`config.mk`:
```
export PLATFORM = sky130hd
export DESIGN_NAME = cla_adder_pipe
export DESIGN_NICKNAME = d
export VERILOG_FILES = /design/src/rtl/cla_pkg.sv /design/src/rtl/cla_group4.sv /design/src/rtl/cla_adder_pipe.sv
export SDC_FILE = /design/constraint.sdc
export NUM_CORES = 1
export LEC_CHECK = 0
export ABC_AREA = 1
export CORE_MARGIN = 3
export CORE_UTILIZATION = 40
export DETAILED_ROUTE_END_ITERATION = 10
export PLACE_DENSITY_LB_ADDON = 0.2
export SYNTH_ARGS = -nofsm -noshare
export SYNTH_HDL_FRONTEND = slang
export SYNTH_HIERARCHICAL = 1
export SYNTH_SLANG_ARGS = --single-unit
```
`constraint.sdc`:
```
create_clock -name clk -period 2.27 [get_ports clk]
set_input_delay 0.3405 -clock clk [delete_from_list [all_inputs] [get_ports clk]]
set_output_delay 0.3405 -clock clk [all_outputs]
set_load 0.01 [all_outputs]
```
`src/rtl/cla_pkg.sv`:
```
// Shared definitions for the pipelined carry-lookahead adder.
//   GRP_W   : width of one lookahead group (4 bits)
//   MAX_W   : largest supported operand width (64)
//   s1_t    : stage-1 register contents, sized for MAX_W; narrower adders
//             zero-extend into it and read back only their low bits
//   grp_pg  : group propagate/generate from 4-bit p/g, returned as {P, G}
package cla_pkg;

  localparam int unsigned GRP_W   = 4;
  localparam int unsigned MAX_W   = 64;
  localparam int unsigned MAX_GRP = MAX_W / GRP_W;

  typedef struct packed {
    logic [MAX_W-1:0]   p;
    logic [MAX_W-1:0]   g;
    logic [MAX_GRP-1:0] grp_p;
    logic [MAX_GRP-1:0] grp_g;
    logic               cin;
  } s1_t;

  function automatic logic [1:0] grp_pg(input logic [GRP_W-1:0] p,
                                        input logic [GRP_W-1:0] g);
    logic gp;
    logic gg;
    gp = &p;
    gg = g[3] | (p[3] & g[2]) | (p[3] & p[2] & g[1]) | (p[3] & p[2] & p[1] & g[0]);
    return {gp, gg};
  endfunction

endpackage

```
`src/rtl/cla_group4.sv`:
```
// 4-bit carry-lookahead group.
//   p, g   : per-bit propagate / generate
//   ci     : group carry-in
//   c      : carry into each bit of the group (c[0] = ci)
//   grp_p  : group propagate
//   grp_g  : group generate
module cla_group4
  import cla_pkg::*;
(
  input  logic [GRP_W-1:0] p,
  input  logic [GRP_W-1:0] g,
  input  logic             ci,
  output logic [GRP_W-1:0] c,
  output logic             grp_p,
  output logic             grp_g
);

  always_comb begin
    c[0] = ci;
    c[1] = g[0] | (p[0] & ci);
    c[2] = g[1] | (p[1] & g[0]) | (p[1] & p[0] & ci);
    c[3] = g[2] | (p[2] & g[1]) | (p[2] & p[1] & g[0]) | (p[2] & p[1] & p[0] & ci);
    {grp_p, grp_g} = grp_pg(p, g);
  end

endmodule

```
`src/rtl/cla_adder_pipe.sv`:
```
// Two-stage pipelined carry-lookahead adder with valid/ready handshake.
//   Stage 1 registers per-bit p/g, group P/G and cin; stage 2 resolves the
//   group carries with a second lookahead level and registers sum/cout.
// Ports:
//   clk, rst_n           : clock (rising edge), asynchronous active-low reset
//   in_valid / in_ready  : operand handshake (in_ready has no path from in_valid)
//   a, b, cin            : operands and carry-in
//   out_valid / out_ready: result handshake
//   sum, cout            : a+b+cin mod 2^WIDTH, carry out of the MSB
//   ovf                  : two's-complement overflow (only with CLA_OVF_FLAG_EN)
// Parameter WIDTH: multiple of 4 in [4, 64].
module cla_adder_pipe
  import cla_pkg::*;
#(
  parameter int unsigned WIDTH = 32
) (
  input  logic             clk,
  input  logic             rst_n,
  input  logic             in_valid,
  output logic             in_ready,
  input  logic [WIDTH-1:0] a,
  input  logic [WIDTH-1:0] b,
  input  logic             cin,
  output logic             out_valid,
  input  logic             out_ready,
  output logic [WIDTH-1:0] sum,
  output logic             cout
`ifdef CLA_OVF_FLAG_EN
  ,
  output logic             ovf
`endif
);

  localparam int unsigned NGRP = WIDTH / GRP_W;

  if (WIDTH < GRP_W || WIDTH > MAX_W || (WIDTH % GRP_W) != 0) begin : g_bad_width
    $fatal(1, "cla_adder_pipe: WIDTH must be a multiple of 4 between 4 and 64");
  end

  // Handshake
  logic s1_valid;
  logic s2_valid;
  logic adv1;
  logic adv2;

  assign adv2      = !s2_valid || out_ready;
  assign adv1      = !s1_valid || adv2;
  assign in_ready  = adv1;
  assign out_valid = s2_valid;

  // Stage 1 combinational
  logic [WIDTH-1:0] p_in;
  logic [WIDTH-1:0] g_in;
  logic [NGRP-1:0]  gp_in;
  logic [NGRP-1:0]  gg_in;

  assign p_in = a ^ b;
  assign g_in = a & b;

  always_comb begin
    gp_in = '0;
    gg_in = '0;
    for (int unsigned k = 0; k < NGRP; k++) begin
      {gp_in[k], gg_in[k]} = grp_pg(p_in[k*GRP_W +: GRP_W], g_in[k*GRP_W +: GRP_W]);
    end
  end

  s1_t s1_q;

  // Stage 2 combinational
  logic [WIDTH-1:0] p_s;
  logic [WIDTH-1:0] g_s;
  logic [NGRP-1:0]  gp_s;
  logic [NGRP-1:0]  gg_s;
  logic [NGRP:0]    grp_c;
  logic [WIDTH-1:0] bit_c;
  logic [WIDTH-1:0] sum_d;
  logic             cout_d;
  logic [NGRP-1:0]  unused_gp;
  logic [NGRP-1:0]  unused_gg;
  logic             unused_s1;

  assign p_s       = s1_q.p[WIDTH-1:0];
  assign g_s       = s1_q.g[WIDTH-1:0];
  assign gp_s      = s1_q.grp_p[NGRP-1:0];
  assign gg_s      = s1_q.grp_g[NGRP-1:0];
  assign unused_s1 = ^s1_q;

  // Each group carry is expanded as an explicit sum of products
  // (G[j] & P[j+1..k-1], plus cin & P[0..k-1]) so no group waits on its
  // neighbour's carry.
  always_comb begin
    logic term;
    logic carry;
    term  = 1'b0;
    carry = 1'b0;
    grp_c = '0;
    for (int unsigned k = 0; k <= NGRP; k++) begin
      term = s1_q.cin;
      for (int unsigned j = 0; j < k; j++) begin
        term = term & gp_s[j];
      end
      carry = term;
      for (int unsigned j = 0; j < k; j++) begin
        term = gg_s[j];
        for (int unsigned m = j + 1; m < k; m++) begin
          term = term & gp_s[m];
        end
        carry = carry | term;
      end
      grp_c[k] = carry;
    end
  end

  for (genvar k = 0; k < NGRP; k++) begin : g_grp
    cla_group4 u_grp (
      .p     (p_s[k*GRP_W +: GRP_W]),
      .g     (g_s[k*GRP_W +: GRP_W]),
      .ci    (grp_c[k]),
      .c     (bit_c[k*GRP_W +: GRP_W]),
      .grp_p (unused_gp[k]),
      .grp_g (unused_gg[k])
    );
  end

  assign sum_d  = p_s ^ bit_c;
  assign cout_d = grp_c[NGRP];

`ifdef CLA_OVF_FLAG_EN
  logic ovf_d;
  assign ovf_d = grp_c[NGRP] ^ bit_c[WIDTH-1];
`endif

  // Pipeline registers
  always_ff @(posedge clk or negedge rst_n) begin
    if (!rst_n) begin
      s1_valid <= 1'b0;
      s2_valid <= 1'b0;
      s1_q     <= '0;
      sum      <= '0;
      cout     <= 1'b0;
`ifdef CLA_OVF_FLAG_EN
      ovf      <= 1'b0;
`endif
    end else begin
      if (adv1) begin
        s1_valid <= in_valid;
        if (in_valid) begin
          s1_q <= '{p: MAX_W'(p_in), g: MAX_W'(g_in),
                    grp_p: MAX_GRP'(gp_in), grp_g: MAX_GRP'(gg_in), cin: cin};
        end
      end
      if (adv2) begin
        s2_valid <= s1_valid;
        if (s1_valid) begin
          sum  <= sum_d;
          cout <= cout_d;
`ifdef CLA_OVF_FLAG_EN
          ovf  <= ovf_d;
`endif
        end
      end
    end
  end

endmodule

```
# Word-level counts from Yosys, hierarchy flattened
# Index checks and enable logic that the tools add are counted.
word_totals:
  regBits: 115
  out_inout_bits: 35
  wordCells: 282
op_classes:
  n_reduce_logical: 14
  n_bitwise: 259
op_table:
  columns: ["op", "n"]
  rows:
  - ["$and 1x1->1", 148]
  - ["$or 1x1->1", 108]
  - ["$xor 32x32->32", 2]
  - ["$and 32x32->32", 1]
  - ["$reduce_and 4->1", 8]
  - ["$reduce_and 2->1", 2]
  - ["$logic_not 1->1", 2]
  - ["$logic_or 1x1->1", 2]

# Depth between registers and ports, before layout
# Gate-level depths: netlist (run 1).
depth:
  ltp_word: 17
  depth_mapped: 12
  ltp_nobuf: 12

# By module
# The synthesis (run 1) kept the hierarchy.
modules_own_cells:
  columns: ["mod", "area_each_um2", "cells_per_inst", "n_inst"]
  rows:
  - ["cla_adder_pipe", 5286.3, 566, 1]
  - ["cla_group4", 92.6, 21, 8]

# Worst setup path before layout (run 1)
# OpenSTA, ideal clock, no wires.
synth_timing:
  path_kind: "flip-flop to flip-flop"
  startpoint: "register s1_q, in the netlist grp_c[0]"
  endpoint: "register sum[31]"
  period_less_slack_ns: 1.611
  slack_ns: 0.659
  path_stages_with_launch: 13
  path_buffers: 0
  arrival_ns: 1.484
  setup_time_ns: 0.127
  cell_sequence: "dfrtp_1 -> nand2_1 -> nand2_1 -> nand3_1 -> nand2_1 -> nand2_1 -> a21boi_0 -> nand2_1 -> nand2_2 -> nand2_1 -> nand2_1 -> xnor2_1 -> o21ai_0"
synth_between:
  elab_chain_len: 17
synth_lines:
  columns: ["element", "line", "source"]
  rows:
  - ["start: declaration", "cla_adder_pipe.sv:68", "s1_t s1_q;"]
  - ["start signal: assignment", "cla_adder_pipe.sv:149", "s1_q <= '{p: MAX_W'(p_in), g: MAX_W'(g_in),"]
  - ["$and 1x1->1 (7 in series)", "cla_adder_pipe.sv:101", "term = term & gp_s[j];"]
  - ["$or 1x1->1 (7 in series)", "cla_adder_pipe.sv:109", "carry = carry | term;"]
  - ["named net grp_c[7]", "cla_adder_pipe.sv:75", "logic [NGRP:0] grp_c;"]
  - ["$and 1x1->1", "cla_group4.sv:22", "c[3] = g[2] | (p[2] & g[1]) | (p[2] & p[1] & g[0]) | (p[2] & p[1] & p[0] & ci);"]
  - ["$or 1x1->1", "cla_group4.sv:22", null]
  - ["named net bit_c[31]", "cla_adder_pipe.sv:76", "logic [WIDTH-1:0] bit_c;"]
  - ["$xor 32x32->32", "cla_adder_pipe.sv:126", "assign sum_d = p_s ^ bit_c;"]
  - ["end signal: assignment", "cla_adder_pipe.sv:156", "sum <= sum_d;"]
  - ["end: declaration", "cla_adder_pipe.sv:26", "output logic [WIDTH-1:0] sum,"]
# The timed path passes the listed nets, and every way through them passes these cells.
# A chain may end at the register's enable or synchronous reset.

# Worst setup path in the final report (run 1)
# Ends and elaborated chain as after synthesis.

==> flow_results.org, run 1 <==
** Final layout
- At the end of the flow the core is filled with cells to 52.1%.
- Area delta synth->final :: 26.3%
- Number of diodes :: 0
- Share of post-route cells with drive strength above 1 :: 5.80%
- Nets :: 837

** Clock tree
- Number of sinks driven by the clock tree :: 108
- Buffers inserted to repair hold after CTS numbered 0.
- Clock-pin slew was measured on the worst setup and hold paths at 70 ps.
- Bufs on Longest Clock Path :: 2
- CTS tree :: yes
- Clock tree synthesis selected as its root buffer the cell sky130_fd_sc_hd__clkbuf_16.
- In this run the post-CTS setup repair buffer count came out at 0.
- CTS H-tree lvls :: 3
- CTS buffer count :: 9
- Clock latency of the later-clocked register in the worst-skew pair :: 340 ps
- Post-cts sizing count :: 0

** Yosys
- In the synthesized netlist, the number of instances is 646.
- Nets in the synthesized netlist :: 747
- Post-synthesis instance area :: 5500 µm²
- In this run the mean area of a mapped cell was 8.52 µm².
- Number of synthesis warnings :: 6

** Status
- The flow ran to the end, but the final reports show violations.
- Violated checks :: negative hold slack

** STA
- Normalized max-slew margin :: 61.3%
- Number of setup violations in the final report :: 0
- Worst-case hold slack :: -4.71 ps
- For the final database, setup skew stands at 5.33 ps.
- Share of the cycle needed by the critical path after routing :: 86.6%
- After routing, the total negative slack on setup checks comes to 0 ps.
- Clock period minus final worst setup slack :: 1970 ps
- F_max :: 509 MHz
- The final number of max-transition violations is 0.
- At the pin with the least slew margin, the transition time is 580 ps.
- Number of endpoints with negative hold slack in the final report :: 4
- Setup repair after global routing left no endpoint under its margin.

** Floorplanning
- 104 I/O pins were placed.
- The die is 123 µm wide.
- Area inside the core boundary :: 13,300 µm²
- The die is 123 µm tall.
- The floorplan step defined a die boundary enclosing 15,200 µm².
- Initial standard-cell utilization of the core :: 41.2%
- The initialized floorplan defines 42 standard-cell rows.

** Detailed routing
- Post-DRT Antenna Nets :: 0
- Across all layers, the routed design uses 4,327 vias.
- WL final :: 11,600 µm
- The first detailed-routing pass took 4 iterations.
- Dividing the detail-routed wire length by the instance count gives 12.7 µm.
- Drt drc :: 0
- Detail-routed via count per cell :: 4.72
- DRC violation total after the first TritonRoute iteration :: 256

** Critical path
- The critical path in this run is classified as flop to flop.
- Slowest stage cell, crit path :: sky130_fd_sc_hd__dfrtp_1
- Crit end category :: flop
- For the worst setup path, the data arrival time is 2170 ps.
- The signal on the critical path passes through nand2_1 -> nand2_1 -> nand3_1 -> nand2_1 -> nand2_1 -> a21boi_1 -> nand2_1 -> nand2_2 -> nand2_1 -> nand2_1 -> xnor2_1 -> o21ai_0.
- Critical-path maximum fanout :: 5
- Worst setup slack for register-to-register paths :: 300 ps
- STA classifies the critical path startpoint as a flop.
- Most repeated library cell on the critical path :: sky130_fd_sc_hd__nand2_1
- The worst register-to-register path ends at sum[31]$_DFFE_PN0P_.
- Depth of the worst register-to-register path :: 12
- The startpoint identified for the worst register-to-register timing path is grp_c[0]$_DFFE_PN0P_.
- The largest single stage delay on the critical path is 420 ps.
- Required time worst endpoint :: 2470 ps

** Power and ir drop
- The design draws 6390 µW.
- Power density relative to cell area :: 919 nW/µm²
- Reported leakage power :: 0.00336 µW
- Max IR drop VDD :: 0.363 mV

** Flow run
- Reported max-cap violation count :: 0

** Global route
- Entering global routing, the biggest net connects 79 pins.
- Total congestion overflow :: 0
- The number of global-route vias before repair was 4,369.
- Global routing used 16.2% of the available tracks across all layers.
- The initial antenna violation count was 0.
- Global-route wire length before repair :: 19,600 µm

** Place
- Buffers placed on the I/O ports in this run total 103.
- Detailed placement finished with a half-perimeter wire length of 8600 µm.
- Routability congestion estimate from global placement :: 0.796

** Worst hold path
- HP Class :: input port to asynchronous set/reset pin
[placed cells by master, fill, tap and decap left out, types with 4 or more instances in the layout]
| cell | count |
|---|---|
| sky130_fd_sc_hd__o21ai_0 | 43 |
| sky130_fd_sc_hd__a21oi_1 | 20 |
| sky130_fd_sc_hd__dfrtp_1 | 108 |
| sky130_fd_sc_hd__ha_1 | 32 |
| sky130_fd_sc_hd__xnor2_1 | 32 |
| sky130_fd_sc_hd__inv_1 | 50 |
| sky130_fd_sc_hd__buf_4 | 5 |
| sky130_fd_sc_hd__o22ai_1 | 6 |
| sky130_fd_sc_hd__nand2_2 | 18 |
| sky130_fd_sc_hd__nor2_1 | 13 |
| sky130_fd_sc_hd__o21ai_1 | 4 |
| sky130_fd_sc_hd__nand3_1 | 32 |
| sky130_fd_sc_hd__clkdlybuf4s50_1 | 102 |
| sky130_fd_sc_hd__nand2_1 | 244 |
| sky130_fd_sc_hd__clkbuf_16 | 9 |
[metrics by stage]
step | hold slack (ps) | setup WS (ps) | instances | area (µm²)
after floorplan | 44.9 | 659 | 646 | 5500
after global placement | 376 | 317 | 901 | 6610
after detailed placement | 383 | 223 | 901 | 6610
after CTS | 12.1 | 170 | 917 | 6950
after global routing | 37.9 | 54.4 | 917 | 6950
final | -4.71 | 305 | 917 | 6950
[state kept, by name, summed over array words and instances, names as in the netlist]
signal and flops:
s1_valid 1, gp_s 8, p_s 32, sum 32, grp_c 1, cout 1
out_valid 1, gg_s 8, g_s 24
[how the worst max path moves through the flow]
stage,from,to
after floorplan,grp_c[0]$_DFFE_PN0P_,sum[31]$_DFFE_PN0P_
after global placement,grp_c[0]$_DFFE_PN0P_,sum[31]$_DFFE_PN0P_
after detailed placement,grp_c[0]$_DFFE_PN0P_,sum[31]$_DFFE_PN0P_
after CTS,grp_c[0]$_DFFE_PN0P_,sum[31]$_DFFE_PN0P_
after global routing,grp_c[0]$_DFFE_PN0P_,sum[31]$_DFFE_PN0P_
final,grp_c[0]$_DFFE_PN0P_,sum[31]$_DFFE_PN0P_
[where the power goes]
group / internal (µW) / switching [µW]
sequential: 2380 / 341
clock: 1060 / 663
combinational: 1040 / 907
[cell type report]
type | instances | area [µm²]
multi-input combinational | 456 | 2380
tap | 176 | 220
timing repair buffer | 110 | 1120
clock inverter | 3 | 67.6
inverter | 51 | 191
clock buffer | 13 | 270
sequential | 108 | 2700
fill | 1292 | 6400
[critical path: cells and delay by family (launching register included)]
| kind | cells | cell delay, ps |
|---|---|---|
| compound gates | 2 | 370 |
| xor+xnor | 1 | 110 |
| flops | 1 | 420 |
| simple gates | 9 | 930 |
[metal layers]
layer / wire length (µm) / part of all wire [%] / up-vias / GRT usage (%)
li1: - / - / 2234 / -
met1: 5420 / 47 / 2003 / 20.6
met2: 5590 / 48 / 74 / 27.7
met3: 407 / 3.5 / 16 / 2.24
met4: 223 / 1.9 / 0 / 6.64
met5: 0 / 0 / - / 0
(Power assumes the default switching activity.)
==> run 2, diff against run 1 <==
==> constraint.sdc (replaced) <==
create_clock -name clk -period 2.27 [get_ports clk]
set_input_delay 0.3405 -clock clk [delete_from_list [all_inputs] [get_ports clk]]
set_output_delay 0.3405 -clock clk [all_outputs]
set_load 0.05 [all_outputs]
==> flow_results.org, run 2 (same netlist as run 1, synthesis figures left out) <==
** Status
- The flow ran to the end, but the final reports show violations.
- Violated checks :: negative hold slack

** Final layout
- Final std cells w/o fill :: 917 (unchanged)
- Filler Cells Inserted :: 1,306 (+1.1%)
- Share of post-route cells with drive strength above 1 :: 5.80% (unchanged)
- The combined area of the multi-input logic cells was 2380 µm² (unchanged).
- The post-route core utilization came to 51.7% (-0.41 points).
- The library cell used most frequently in the layout, excluding fill and tap cells, is sky130_fd_sc_hd__nand2_1.
- The number of antenna diodes is 0 (unchanged).
- The register area was 2700 µm² (unchanged).
- Top library cells by usage in the layout, fill and taps aside :: sky130_fd_sc_hd__nand2_1 (244), sky130_fd_sc_hd__dfrtp_1 (108), sky130_fd_sc_hd__clkdlybuf4s50_1 (101), sky130_fd_sc_hd__inv_1 (50), sky130_fd_sc_hd__o21ai_0 (43)
- Nets :: 837 (unchanged)
- Area delta synth->final :: 25.3%

** Critical path
- Required time worst endpoint :: 1930 ps (-540 ps)
- Slowest stage cell, crit path :: sky130_fd_sc_hd__clkdlybuf4s50_1
- Sequence of cells on the critical path :: clkdlybuf4s50_1
- Critical Path Start :: out_valid$_DFFE_PN0P_
- The worst setup path is captured at a primary output.
- The worst setup path is of the flop to primary output kind.
- Worst flop-to-flop path startpoint :: grp_c[0]$_DFFE_PN0P_
- The register-to-register path setup slack was 380 ps (+80 ps).
- Total buffers and inverters traversed by the critical path :: 1 (+1)
- Delay of the slowest critical-path stage :: 830 ps (+410 ps)
- CP top delay family :: buffers and inverters
- The arrival time of data at the critical path endpoint is 1600 ps (-570 ps).
- The worst register-to-register path ends at sum[31]$_DFFE_PN0P_.
- The number of cells on the worst reg-to-reg path came to 12 (unchanged).
- Kind of launch point of the worst setup path :: flop
- Critical-path maximum fanout :: 3 (-2)

** STA
- Worst-case hold slack :: -17.6 ps (-12.9 ps)
- Final Skew :: 5.91 ps (+0.578 ps)
- Number of setup violations in the final report :: 0 (unchanged)
- RSZ-0062 raised after global routing :: no
- The final critical delay including setup and external delays was 1940 ps (-27.8 ps).
- The final number of max-transition violations came to 0 (unchanged).
- F_max :: 516 MHz (+1.4%)
- Total negative slack :: 0 ps (unchanged)
- The worst-case headroom to the max-slew limit is 61.4% (about the same).
- Number of endpoints with negative hold slack in the final report :: 23 (+19)
- The final cycle utilization of the critical path was 85.3% (-1.2 points).
- Measured slew at the worst slew-check pin :: 580 ps (-0.122 ps)

** Clock tree
- Number of sinks driven by the clock tree :: 108 (unchanged)
- TritonCTS built the clock tree.
- CTS buffer count :: 9 (unchanged)
- Buffer type at the clock tree root :: sky130_fd_sc_hd__clkbuf_16
- The insertion delay of the later-clocked pin in the worst-skew pair is 350 ps (about the same).
- Clock edge transition at the registers on the reported setup and hold paths :: 70 ps (about the same)
- The number of levels the H-tree was split into was 3 (unchanged).
- The maximum buffer depth of the clock tree is 2 (unchanged).

** Floorplanning
- The floorplan die area was 15,200 µm² (unchanged).
- The y dimension of the die is 123 µm (unchanged).
- Number of placement rows :: 42 (unchanged)
- The top-level I/O count was 104 (unchanged).
- Initial standard-cell utilization of the core :: 41.2% (unchanged)
- The width of the chip is 123 µm (unchanged).
- Area inside the core boundary :: 13,300 µm² (unchanged)

** Global route
- The number of global-route vias before repair is 4,282 (-2.0%).
- Pin count of the biggest net entering global routing :: 79 (unchanged)
- Total routing usage reported by global routing :: 16.4% (+0.18 points)
- The global-route congestion overflow total was 0 (unchanged).
- The wire length of the first global-routing pass came to 19,600 µm (about the same).
- The initial antenna violation count is 0 (unchanged).

** Worst hold path
- HP Class :: input port to asynchronous set/reset pin

** Place
- Routability congestion estimate from global placement :: 0.837 (+5.0%)
- Number of placed instances, taps included :: 901 (unchanged)
- Buffers on Ports :: 103 (unchanged)
- Total half-perimeter wirelength after legalization and detailed placement :: 8550 µm (-0.58%)

** Power and ir drop
- Seq pwr share :: 38.6% (-4.1 points)
- Power density relative to cell area :: 1020 nW/µm² (+11%)
- The static leakage power was 0.00334 µW (-0.67%).
- Clock share of power :: 21.9% (-5.0 points)
- Net switching power figure :: 2780 µW (+46%)
- The internal power came to 4270 µW (-4.7%).
- Combinational power share :: 39.5% (+9.1 points)
- The net switching fraction of the power came to 39.5% (+9.6 points).
- The worst voltage drop across the vdd grid came to 0.548 mV (+51%).

** Detailed routing
- Detail-routed via count per cell :: 4.77 (+1.1%)
- The detailed-route wire length is 11,700 µm (+0.58%).
- The iteration count of the initial detailed-routing pass is 5 (+1).
- Drt drc :: 0 (unchanged)
- The wire length per cell is 12.8 µm (+0.58%).
- Post-DRT Antenna Nets :: 0 (unchanged)
- Total via count after detailed routing :: 4,373 (+1.1%)
- The violation count after the first detailed-routing iteration was 308 (+20%).

** Flow run
- The max-capacitance violation count is 0 (unchanged).
## run 2: changes by cell type in the layout (fill, tap and decap cells not counted), sizes merged
cell | before | now
buf | 8 | 9
bufinv | 2 | 1
clkdlybuf4s50 | 102 | 101
clkinv | 0 | 3
clkbuf | 13 | 11
## run 2: layout make-up
cell class | count | area share, %
Multi-Input combinational cell | 456 | 34.5
Clock buffer | 11 | 3.37
Clock inverter | 5 | 0.762
Timing Repair Buffer | 110 | 16.2
Inverter | 51 | 2.78
Sequential cell | 108 | 39.2
Tap cell | 176 | 3.19
## run 2: per-stage QoR
step	power, µW	setup slack, ps	area, µm²
floorplan	4640	521	5500
global placement	5540	308	6610
detailed placement	5570	239	6610
CTS	7130	221	6900
global route	7480	50.8	6900
finish	7050	333	6900
## run 2: power by group through the flow
stage / combinational, µW / clock (µW) / sequential, µW
2_1_floorplan: 983 / 0 / 3660
3_3_place_gp: 2790 / 0 / 2740
3_5_place_dp: 2810 / 0 / 2760
4_1_cts: 2820 / 1580 / 2730
5_1_grt: 3040 / 1650 / 2800
6_report: 2790 / 1540 / 2720
## run 2: worst max path at each step
| stage | end | slack [ps] | depth (start not counted) |
|---|---|---|---|
| 5_1_grt | sum[31]$_DFFE_PN0P_ | 50 | 12 |
| 4_1_cts | sum[31]$_DFFE_PN0P_ | 220 | 12 |
| 3_5_place_dp | sum[31]$_DFFE_PN0P_ | 240 | 12 |
| 3_3_place_gp | sum[31]$_DFFE_PN0P_ | 310 | 12 |
| 2_1_floorplan | p_s[23]$_DFFE_PN0P_ | 520 | 7 |
| 6_report | out_valid | 330 | 1 |
## run 2: per-layer routing
| layer | share of wire (%) | vias to the layer above | global-route usage (%) | wire, µm |
|---|---|---|---|---|
| li1 | - | 2232 | - | - |
| met1 | 47 | 2032 | 21.9 | 5510 |
| met2 | 47 | 92 | 26.2 | 5460 |
| met3 | 4.4 | 17 | 2.88 | 510 |
| met4 | 1.9 | 0 | 6.99 | 225 |
| met5 | 0 | - | 0 | 0 |
## run 2: timing repair
item | 4_1_cts | 5_1_grt
hold buffers | 0 | 0
setup buffers | 0 | 0
setup endpoints to repair | 0 | 1
resized for setup | 0 | 1
